`config.mk`:
```
export PLATFORM = sky130hd
export DESIGN_NAME = image_sram_arbiter_flat
export DESIGN_NICKNAME = d
export VERILOG_FILES = /design/src/rtl/image_sram_arbiter_pkg.sv /design/src/rtl/image_sram_arbiter_if.sv /design/src/rtl/image_sram_arbiter_rr_pick3.sv /design/src/rtl/image_sram_arbiter.sv /design/src/flat_wrapper.sv
export SDC_FILE = /design/constraint.sdc
export NUM_CORES = 1
export LEC_CHECK = 0
export ABC_AREA = 1
export CORE_UTILIZATION = 30
export CTS_CLUSTER_DIAMETER = 30
export CTS_CLUSTER_SIZE = 28
export DETAILED_ROUTE_END_ITERATION = 16
export GPL_TIMING_DRIVEN = 1
export PLACE_DENSITY = 0.85
export SYNTH_ARGS = -nofsm -noshare
export SYNTH_HDL_FRONTEND = slang
export SYNTH_SLANG_ARGS = --single-unit
```
`constraint.sdc`:
```
create_clock -name clk -period 1.7 [get_ports clk]
set_input_delay 0.255 -clock clk [delete_from_list [all_inputs] [get_ports clk]]
set_output_delay 0.255 -clock clk [all_outputs]
set_load 0.005 [all_outputs]
```
`src/rtl/image_sram_arbiter_pkg.sv`:
```
// Shared types and helpers for the three-requester image SRAM arbiter.
// Requester ids: loader = 0, dither engine = 1, readout = 2.
package sram_arb_pkg;

  typedef logic [0:0] arb_state_t;

  localparam arb_state_t ARB_IDLE = 1'b0;
  localparam arb_state_t ARB_BUSY = 1'b1;

  typedef enum logic [1:0] {
    REQ_LOADER  = 2'd0,
    REQ_DITHER  = 2'd1,
    REQ_READOUT = 2'd2
  } req_id_t;

  // Next requester id in round-robin order, wrapping readout back to loader.
  function automatic logic [1:0] rr_next(input logic [1:0] id);
    return (id == REQ_READOUT) ? REQ_LOADER : id + 2'd1;
  endfunction

  function automatic logic [2:0] id_onehot(input logic [1:0] id);
    return 3'b001 << id;
  endfunction

endpackage

```
`src/rtl/image_sram_arbiter_if.sv`:
```
// Requester, status and SRAM-side signals of the image SRAM arbiter.
// The arbiter takes the slave view; requesters and the SRAM model take the master view.
interface image_sram_arbiter_if #(
  parameter int IMAGE_ADDR_WIDTH = 8,
  parameter int RGB_SIZE         = 8
);

  logic [2:0]                  req;
  logic [2:0]                  we;
  logic [2:0]                  lock;
  logic [IMAGE_ADDR_WIDTH-1:0] addr0;
  logic [IMAGE_ADDR_WIDTH-1:0] addr1;
  logic [IMAGE_ADDR_WIDTH-1:0] addr2;
  logic [RGB_SIZE-1:0]         wdata0;
  logic [RGB_SIZE-1:0]         wdata1;
  logic [RGB_SIZE-1:0]         wdata2;

  logic [2:0]                  gnt;
  logic [2:0]                  rvalid;
  logic [RGB_SIZE-1:0]         rdata;
  logic [1:0]                  owner;
  logic                        busy;
  logic                        preempt;

  logic [IMAGE_ADDR_WIDTH-1:0] sram_addr;
  logic [RGB_SIZE-1:0]         sram_wdata;
  logic                        sram_we;
  logic                        sram_re;
  logic [RGB_SIZE-1:0]         sram_rdata;

  modport slave (
    input  req, we, lock, addr0, addr1, addr2, wdata0, wdata1, wdata2, sram_rdata,
    output gnt, rvalid, rdata, owner, busy, preempt,
           sram_addr, sram_wdata, sram_we, sram_re
  );

  modport master (
    output req, we, lock, addr0, addr1, addr2, wdata0, wdata1, wdata2, sram_rdata,
    input  gnt, rvalid, rdata, owner, busy, preempt,
           sram_addr, sram_wdata, sram_we, sram_re
  );

endinterface

```
`src/rtl/image_sram_arbiter_rr_pick3.sv`:
```
// Combinational 3-way round-robin selector: search starts one past last_owner_i
// and skips requesters that are not asking.
module rr_pick3
  import sram_arb_pkg::*;
(
  input  logic [2:0] req_i,
  input  logic [1:0] last_owner_i,
  output logic [1:0] winner_o,
  output logic       valid_o
);

  logic [1:0] cand0;
  logic [1:0] cand1;
  logic [1:0] cand2;

  always_comb begin
    cand0    = rr_next(last_owner_i);
    cand1    = rr_next(cand0);
    cand2    = rr_next(cand1);
    valid_o  = |req_i;
    winner_o = 2'd0;
    if (req_i[cand0]) begin
      winner_o = cand0;
    end else if (req_i[cand1]) begin
      winner_o = cand1;
    end else if (req_i[cand2]) begin
      winner_o = cand2;
    end
  end

endmodule

```
`src/rtl/image_sram_arbiter.sv`:
```
// Single-port image SRAM arbiter for loader, dither engine and readout, with
// grant locking, hold-count preemption and per-issuer read-valid tagging.
//
// state    | meaning
// ARB_IDLE | no grant; any request is arbitrated at the next edge
// ARB_BUSY | owner_q holds the grant; its accesses pass straight to the SRAM
module image_sram_arbiter
  import sram_arb_pkg::*;
#(
  parameter int IMAGE_ADDR_WIDTH = 8,
  parameter int RGB_SIZE         = 8,
  parameter int MAX_HOLD         = 16
) (
  input  logic                 clk,
  input  logic                 rst,
  image_sram_arbiter_if.slave  bus
);

  localparam int HW = $clog2(MAX_HOLD + 1);

  arb_state_t                  state_q, state_d;
  logic [1:0]                  owner_q, owner_d;
  logic [1:0]                  last_owner_q, last_owner_d;
  logic [HW-1:0]               hold_q, hold_d;
  logic [2:0]                  rvalid_q, rvalid_d;
  logic                        preempt_q, preempt_d;

  logic                        busy;
  logic                        own_req;
  logic                        own_we;
  logic                        own_lock;
  logic [IMAGE_ADDR_WIDTH-1:0] own_addr;
  logic [RGB_SIZE-1:0]         own_wdata;
  logic [2:0]                  own_mask;
  logic [2:0]                  others;
  logic                        accept;
  logic                        at_limit;
  logic                        force_rel;
  logic                        release_now;
  logic [2:0]                  pick_req;
  logic [1:0]                  winner;
  logic                        pick_valid;

  always_comb begin
    own_req   = bus.req[0];
    own_we    = bus.we[0];
    own_lock  = bus.lock[0];
    own_addr  = bus.addr0;
    own_wdata = bus.wdata0;
    unique case (owner_q)
      2'd1: begin
        own_req   = bus.req[1];
        own_we    = bus.we[1];
        own_lock  = bus.lock[1];
        own_addr  = bus.addr1;
        own_wdata = bus.wdata1;
      end
      2'd2: begin
        own_req   = bus.req[2];
        own_we    = bus.we[2];
        own_lock  = bus.lock[2];
        own_addr  = bus.addr2;
        own_wdata = bus.wdata2;
      end
      default: ;
    endcase
  end

  assign busy     = (state_q == ARB_BUSY);
  assign own_mask = id_onehot(owner_q);
  assign others   = bus.req & ~own_mask;
  assign accept   = busy & own_req;

  // Limit is reached by the access that brings the count to MAX_HOLD; once
  // saturated, every later access also qualifies so a late arrival still preempts.
  assign at_limit    = (hold_q >= HW'(MAX_HOLD - 1));
  assign force_rel   = accept & at_limit & (|others);
  assign release_now = busy & ((accept & ~own_lock) | (~own_req & ~own_lock) | force_rel);

  // While busy the owner is excluded so a release hands over without a bubble.
  assign pick_req = busy ? others : bus.req;

  rr_pick3 u_pick (
    .req_i        (pick_req),
    .last_owner_i (last_owner_q),
    .winner_o     (winner),
    .valid_o      (pick_valid)
  );

  always_comb begin
    state_d      = state_q;
    owner_d      = owner_q;
    last_owner_d = last_owner_q;
    hold_d       = hold_q;
    preempt_d    = 1'b0;
    rvalid_d     = (accept & ~own_we) ? own_mask : 3'b000;

    if (accept && (hold_q != HW'(MAX_HOLD))) begin
      hold_d = hold_q + HW'(1);
    end

    if (state_q == ARB_IDLE) begin
      if (pick_valid) begin
        state_d      = ARB_BUSY;
        owner_d      = winner;
        last_owner_d = winner;
        hold_d       = '0;
      end
    end else if (release_now) begin
      preempt_d = force_rel;
      if (pick_valid) begin
        owner_d      = winner;
        last_owner_d = winner;
        hold_d       = '0;
      end else begin
        state_d = ARB_IDLE;
      end
    end
  end

  always_ff @(posedge clk or negedge rst) begin
    if (!rst) begin
      state_q      <= ARB_IDLE;
      owner_q      <= 2'd0;
      last_owner_q <= REQ_READOUT;
      hold_q       <= '0;
      rvalid_q     <= 3'b000;
      preempt_q    <= 1'b0;
    end else begin
      state_q      <= state_d;
      owner_q      <= owner_d;
      last_owner_q <= last_owner_d;
      hold_q       <= hold_d;
      rvalid_q     <= rvalid_d;
      preempt_q    <= preempt_d;
    end
  end

  assign bus.gnt        = busy ? own_mask : 3'b000;
  assign bus.busy       = busy;
  assign bus.owner      = owner_q;
  assign bus.preempt    = preempt_q;
  assign bus.rvalid     = rvalid_q;
  assign bus.rdata      = bus.sram_rdata;
  assign bus.sram_addr  = accept ? own_addr : '0;
  assign bus.sram_wdata = accept ? own_wdata : '0;
  assign bus.sram_we    = accept & own_we;
  assign bus.sram_re    = accept & ~own_we;

endmodule

```
`src/flat_wrapper.sv`:
```
// flat-port wrapper written by rule: the top's interface ports become plain ports
module image_sram_arbiter_flat import sram_arb_pkg::*;
#(
  parameter int IMAGE_ADDR_WIDTH = 8,
  parameter int RGB_SIZE         = 8,
  parameter int MAX_HOLD         = 16
)
  (clk, rst, bus_req, bus_we, bus_lock, bus_addr0, bus_addr1, bus_addr2, bus_wdata0, bus_wdata1, bus_wdata2, bus_sram_rdata, bus_gnt, bus_rvalid, bus_rdata, bus_owner, bus_busy, bus_preempt, bus_sram_addr, bus_sram_wdata, bus_sram_we, bus_sram_re);
  image_sram_arbiter_if #(.IMAGE_ADDR_WIDTH(IMAGE_ADDR_WIDTH), .RGB_SIZE(RGB_SIZE)) bus_i ();
  input  logic clk;
  input  logic rst;
  input wire logic [$bits(bus_i.req)-1:0] bus_req;
  input wire logic [$bits(bus_i.we)-1:0] bus_we;
  input wire logic [$bits(bus_i.lock)-1:0] bus_lock;
  input wire logic [$bits(bus_i.addr0)-1:0] bus_addr0;
  input wire logic [$bits(bus_i.addr1)-1:0] bus_addr1;
  input wire logic [$bits(bus_i.addr2)-1:0] bus_addr2;
  input wire logic [$bits(bus_i.wdata0)-1:0] bus_wdata0;
  input wire logic [$bits(bus_i.wdata1)-1:0] bus_wdata1;
  input wire logic [$bits(bus_i.wdata2)-1:0] bus_wdata2;
  input wire logic [$bits(bus_i.sram_rdata)-1:0] bus_sram_rdata;
  output wire logic [$bits(bus_i.gnt)-1:0] bus_gnt;
  output wire logic [$bits(bus_i.rvalid)-1:0] bus_rvalid;
  output wire logic [$bits(bus_i.rdata)-1:0] bus_rdata;
  output wire logic [$bits(bus_i.owner)-1:0] bus_owner;
  output wire logic [$bits(bus_i.busy)-1:0] bus_busy;
  output wire logic [$bits(bus_i.preempt)-1:0] bus_preempt;
  output wire logic [$bits(bus_i.sram_addr)-1:0] bus_sram_addr;
  output wire logic [$bits(bus_i.sram_wdata)-1:0] bus_sram_wdata;
  output wire logic [$bits(bus_i.sram_we)-1:0] bus_sram_we;
  output wire logic [$bits(bus_i.sram_re)-1:0] bus_sram_re;
  assign bus_i.req = bus_req;
  assign bus_i.we = bus_we;
  assign bus_i.lock = bus_lock;
  assign bus_i.addr0 = bus_addr0;
  assign bus_i.addr1 = bus_addr1;
  assign bus_i.addr2 = bus_addr2;
  assign bus_i.wdata0 = bus_wdata0;
  assign bus_i.wdata1 = bus_wdata1;
  assign bus_i.wdata2 = bus_wdata2;
  assign bus_i.sram_rdata = bus_sram_rdata;
  assign bus_gnt = bus_i.gnt;
  assign bus_rvalid = bus_i.rvalid;
  assign bus_rdata = bus_i.rdata;
  assign bus_owner = bus_i.owner;
  assign bus_busy = bus_i.busy;
  assign bus_preempt = bus_i.preempt;
  assign bus_sram_addr = bus_i.sram_addr;
  assign bus_sram_wdata = bus_i.sram_wdata;
  assign bus_sram_we = bus_i.sram_we;
  assign bus_sram_re = bus_i.sram_re;
  image_sram_arbiter #(.IMAGE_ADDR_WIDTH(IMAGE_ADDR_WIDTH), .RGB_SIZE(RGB_SIZE), .MAX_HOLD(MAX_HOLD)) u_core (.clk(clk), .rst(rst), .bus(bus_i));
endmodule
```
# [After elaboration in Yosys (flattened, before gate mapping)]
# Index checks and enable logic that the tools add are counted.
[word_totals] ff_bits=14 output_inout_bits=36 word_cells=77
[classes] addsub=4 order_cmp=4 n_eq_ne=7 shifts=1 mux=37 n_bitwise=15 reduce_logical=3
[op_table] op="$pmux W8 S2" n=2
[op_table] op="$mux W2" n=12
[op_table] op="$mux W5" n=4
[op_table] op="$mux W8" n=2
[op_table] op="$lt A2 B3 Y1 const B" n=3
[op_table] op="$mux W3" n=3
[op_table] op="$and A1 B1 Y1" n=8
[op_table] op="$eq A2 B2 Y1 const B" n=4
[op_table] op="$mux W1" n=8
[op_table] op="$add A2 B1 Y2 const B" n=3
[op_table] op="$bmux W1 S2" n=3
[op_table] op="$pmux W1 S2" n=3
[op_table] op="$reduce_or A3 Y1" n=2
[op_table] op="$add A5 B1 Y5 const B" n=1
[op_table] op="$ge A5 B4 Y1 const B" n=1
[op_table] op="$ne A5 B5 Y1 const B" n=1
[op_table] op="$and A3 B3 Y3" n=1
[op_table] op="$not A1 Y1" n=3
[op_table] op="$not A3 Y3" n=1
[op_table] op="$shl A1 B2 Y3 const A" n=1
[op_table] op="$eq A2 B1 Y1 const B" n=1
[op_table] op="$ne A2 B2 Y1 const B" n=1
[op_table] op="$or A1 B1 Y1" n=2
[op_table] op="$logic_and A1 B1 Y1" n=1

# [Longest topological paths before layout]
[logic_depth] word_depth=14 ltp_mapped=11

# [Cells and area by module]
# Synthesis repeated with hierarchy kept, for this count alone.
[unflattened] cells_unflattened=214 hier_area_um2=1357.6
[modules_own_cells] module="image_sram_arbiter" instances=1 cells_per_inst=196 area_per_inst_um2=1278.7 seq_area_each_um2=326.6
[modules_own_cells] module="rr_pick3" instances=1 cells_per_inst=18 area_per_inst_um2=78.8 seq_area_each_um2=0.0

# [Least setup slack after synthesis]
# Ideal clock, no wire load.
[synth_timing] kind="flip-flop to output port" from="register u_core.owner_q[0], in the netlist u_core.bus.owner[0]" to="output bus_sram_wdata[4]" arrival_ns=1.424 required_time_ns=1.445 slack_ns=0.021 stages_incl_launch_ff=8 path_buffers=2 cell_sequence="dfrtp_1 -> inv_1 -> ha_1 -> buf_4 -> inv_2 -> buf_2 -> nand2_1 -> a21oi_1"
[synth_between] elab_chain_len=4 elab_cells_between_ends=6 classes_between="2 x eq/ne; 3 x mux; 1 x bitwise"
[synth_rtl] item="start: declaration" line_no="image_sram_arbiter.sv:22" source="logic [1:0] owner_q, owner_d;"
[synth_rtl] item="start signal: assignment" line_no="image_sram_arbiter.sv:131" source="owner_q <= owner_d;"
[synth_rtl] item="$eq A2 B2 Y1 / $eq A2 B1 Y1 (equally long branches)" line_no="image_sram_arbiter.sv:50" source="unique case (owner_q)"
[synth_rtl] item="$pmux W1 S2" line_no="image_sram_arbiter.sv:50"
[synth_rtl] item="$and A1 B1 Y1" line_no="image_sram_arbiter.sv:72" source="assign accept = busy & own_req;"
[synth_rtl] item="$mux W8 *" line_no="image_sram_arbiter.sv:146" source="assign bus.sram_wdata = accept ? own_wdata : '0;"
[synth_rtl] item="end: declaration" line_no="flat_wrapper.sv:29" source="output wire logic [$bits(bus_i.sram_wdata)-1:0] bus_sram_wdata;"
# Every way passes the cells marked *; elsewhere a longest branch is shown, timed or not.

# [Worst setup path after layout]
[layout_timing] from="register u_core.owner_q[0], in the netlist u_core.bus.owner[0]" to="output bus_sram_addr[6]"
[layout_between] elab_chain_len=4 elab_cells_between_ends=6 classes_between="2 x eq/ne; 3 x mux; 1 x bitwise"
[layout_rtl] item="$eq A2 B2 Y1 / $eq A2 B1 Y1 (equally long branches)" line_no="image_sram_arbiter.sv:50"
[layout_rtl] item="$pmux W1 S2" line_no="image_sram_arbiter.sv:50"
[layout_rtl] item="$and A1 B1 Y1" line_no="image_sram_arbiter.sv:72"
[layout_rtl] item="$mux W8 *" line_no="image_sram_arbiter.sv:145" source="assign bus.sram_addr = accept ? own_addr : '0;"
[layout_rtl] item="end: declaration" line_no="flat_wrapper.sv:28" source="output wire logic [$bits(bus_i.sram_addr)-1:0] bus_sram_addr;"
# Marks and branches as above.

==> reports/metrics.yaml <==
cts:
  clk_pin_slew_ns: 0.06
  htree_num_levels: 1
  hold_buffers: 0
  clk_latency_ns: 0.25
  cts.path.max_buffers: 2
  cts_tree: "yes"
  cts_inserted_buffers: 3
  clock-sinks: 13
  root_buffer: "clkbuf_8"
power_and_ir_drop:
  power.leakage_nw: 1.39
  ir_worst_vdd_mv: 0.907
  total_power_w: 0.00606
  powerDensity_nw_per_um2: 2060
placement:
  placed_area_sq_um: 2460
  globalplace.congestion: 0.873
  portBuffers: 86
  dp_hpwl_um: 3840
floorplan:
  start_util_pct: 31.5
  chipHeight_um: 69.9
  chipWidth_um: 69.9
  rows: 24
  dieArea_sq_um: 4880
  core_sq_um: 4380
  io_pins: 103
critical_path:
  worstPathRequired_ns: 1.44
  cp_max_fo: 8
  regToRegSetupSlack_ns: -0.27
  crit_path_start_kind: "register"
  reg2reg_from: "u_core.bus.owner[0]"
  crit_top_cell: "nor2_4"
  path_cells: "inv_2, ha_4, nor2_4, nor2_4, nand2_4, buf_6, buf_12, a21oi_2, buf_2"
  critPathCaptureType: "output pin"
  cpPeakStageDelay_ns: 0.36
  critPathBufInv: 4
  critical_path.reg2reg.endpoint: "u_core.hold_q[0]"
  reg2regPathDepth: 12
  worstPathArrival_ns: 1.85
  cp_top_family: "buffers and inverters"
  cp_slowest_cell: "dfrtp_1"
  path_class: "reg2out"
yosys:
  synth_top_family_by_area: "simple AND/OR/NAND/NOR gates"
  syn_nets: 274
  yosys_warnings: 0
  synth_edf_count: 0
  synth_compound_area_share_pct: 23.8
  synthSimpleGateAreaFrac_pct: 29.9
  synthDistinctLibCells: 27
  synth_area_leaders: "dfrtp_1 22%, nand2_1 17%, a22o_1 10%"
  ys_ff_latch: 13
  yosys-mux-area-fraction_pct: 0
  synthArstFlopShare_pct: 100
  yosys.area_share.adder_pct: 5.43
  synth_top_cell_by_area: "dfrtp_1"
  synth-seq-area-share_pct: 23.6
  synth_xor_area_share_pct: 1.90
  synth.avg_cell_area_sq_um: 6.88
  syn-cell-area_sq_um: 1380
  synthCells: 201
  synthFlopType: "dfrtp_1"
  yosysTopAreaCellShare_pct: 21.7
global_routing:
  track_usage_pct: 23.9
  antenna_found_initial: 0
  grt_pass1_vias: 2035
  grt-ovfl-total: 0
  grt_pass1_wl_um: 9570
  grt_max_degree: 14
sta:
  skew_ns: 0.00589
  setup_viol: 27
  slew_headroom_pct: 59.6
  fmax_mhz: 475
  tightest_slew_ns: 0.604
  setup_slack_ns: -0.405
  period_needed_ns: 2.10
  hold_viol: 0
  rsz0062_at_grt: "true"
  maxSlewViolCount: 0
  setup_tns_ns: -7.22
  period_share_pct: 124
route:
  drtIter0Drc: 108
  ant_nets: 0
  wl_per_cell_um: 16.8
  vias_per_cell: 5.15
  vias: 1961
  routed_wl_um: 6410
  drc: 0
  dr.pass1.iters: 4
finish:
  drive_gt1_share_pct: 41.3
  antenna_cells: 0
  fin_nets: 403
  layout_common_cells: "65 x clkdlybuf4s50_1, 53 x nand2_1, 30 x buf_4, 19 x buf_6, 18 x buf_2"
  finalInstanceArea_sq_um: 2940
  syn2layout_area_growth_pct: 113
  fillers: 329
  layout_commonest_cell: "clkdlybuf4s50_1"
run:
  cap_violations: 0
run_status:
  outcome: "complete, but fails checks"
  violations: "negative setup slack"
hold_path:
  hold_path.class: "in2async"
-- registers in the layout, indices dropped and copies added, names as in the netlist --
signal               count
u_core.bus.busy          1
u_core.bus.owner         2
u_core.bus.preempt       1
u_core.bus.rvalid        3
u_core.hold_q            5
u_core.last_owner_q      1
-- Yosys cell counts (4+ instances only) --
cell type and count:
a21oi_2 8, buf_4 11, nand3_1 13, inv_1 17
nor2_1 14, ha_1 6, a22o_1 16, nand2_1 64
a21oi_1 10, buf_2 4, dfrtp_1 12
-- layer usage --
metal / up-vias / GRT usage, % / wire length (um)
met5: - / 0 / 0
li1: 899 / - / -
met2: 103 / 44.9 / 3430
met4: 0 / 5.78 / 200
met1: 935 / 27.4 / 2380
met3: 24 / 4.76 / 397
-- power by group --
part           leakage [nW]  switching (W)  internal, W  total [W]
Sequential            0.168      0.0000608     0.000412   0.000473
Combinational          1.20        0.00253      0.00278    0.00531
Clock                0.0255       0.000116     0.000162   0.000278
Total                  1.39        0.00271      0.00335    0.00606
-- final cells by class --
| cell class | instances | area [sq um] | share of cell area [%] |
|---|---|---|---|
| timing repair buffer | 142 | 1360 | 46.1 |
| sequential | 13 | 327 | 11.1 |
| multi-input combinational | 149 | 1060 | 36.0 |
| clock buffer | 3 | 41.3 | 1.40 |
| clock inverter | 1 | 5.00 | 0.170 |
| inverter | 21 | 91.3 | 3.10 |
| tap | 52 | 65.1 | 2.21 |
-- worst max path at each step --
stage                              startpoint                end  depth (start not counted)
after floorplan           u_core.bus.owner[0]  bus_sram_wdata[4]                          7
after global placement    u_core.bus.owner[1]  bus_sram_wdata[7]                          8
after detailed placement  u_core.bus.owner[0]        bus_sram_we                          9
after CTS                 u_core.bus.owner[1]   bus_sram_addr[6]                          9
after global routing      u_core.bus.owner[0]   bus_sram_addr[6]                          9
final                     u_core.bus.owner[0]   bus_sram_addr[6]                          9
-- cells by family (layout without fill, tap and decap cells) --
kind of cell / after synthesis / after routing
adders and majority gates: 6 / 6
and+or+nand+nor: 99 / 99
xor gates and xnor gates: 3 / 3
DFF: 13 / 13
AOI/OAI and AO/OA: 41 / 41
buffers and inverters: 39 / 167
-- per-stage QoR --
| step | hold WS [ns] | util [%] | cells | worst slack (ns) |
|---|---|---|---|---|
| final | 0.390 | 67.2 | 381 | -0.405 |
| after global routing | 0.436 | 67.2 | 381 | -0.441 |
| after CTS | 0.408 | 63.7 | 380 | -0.307 |
| after detailed placement | 0.470 | 56.1 | 355 | -0.498 |
| after global placement | 0.467 | 56.1 | 355 | -0.448 |
| after floorplan | -0.0406 | - | 201 | 0.0213 |
-- worst reg2reg max path, cell delays in order (launching register included) --
cell     delay, ns
dfrtp_1       0.36
inv_2         0.08
ha_4          0.33
nor2_4        0.05
nor2_4        0.12
buf_4         0.13
buf_6         0.08
buf_6         0.08
buf_6         0.09
buf_6         0.09
nand3_4       0.10
xor2_2        0.20
and2_1        0.14
-- timing repair --
action                                  in CTS  in global routing
pin swaps                                   23                 15
setup buffers                               21                  9
resized for setup                          129                 35
gates cloned                                 1                  1
endpoints found under the setup margin      29                 30
Note: power is estimated with default switching activity, not from simulation.
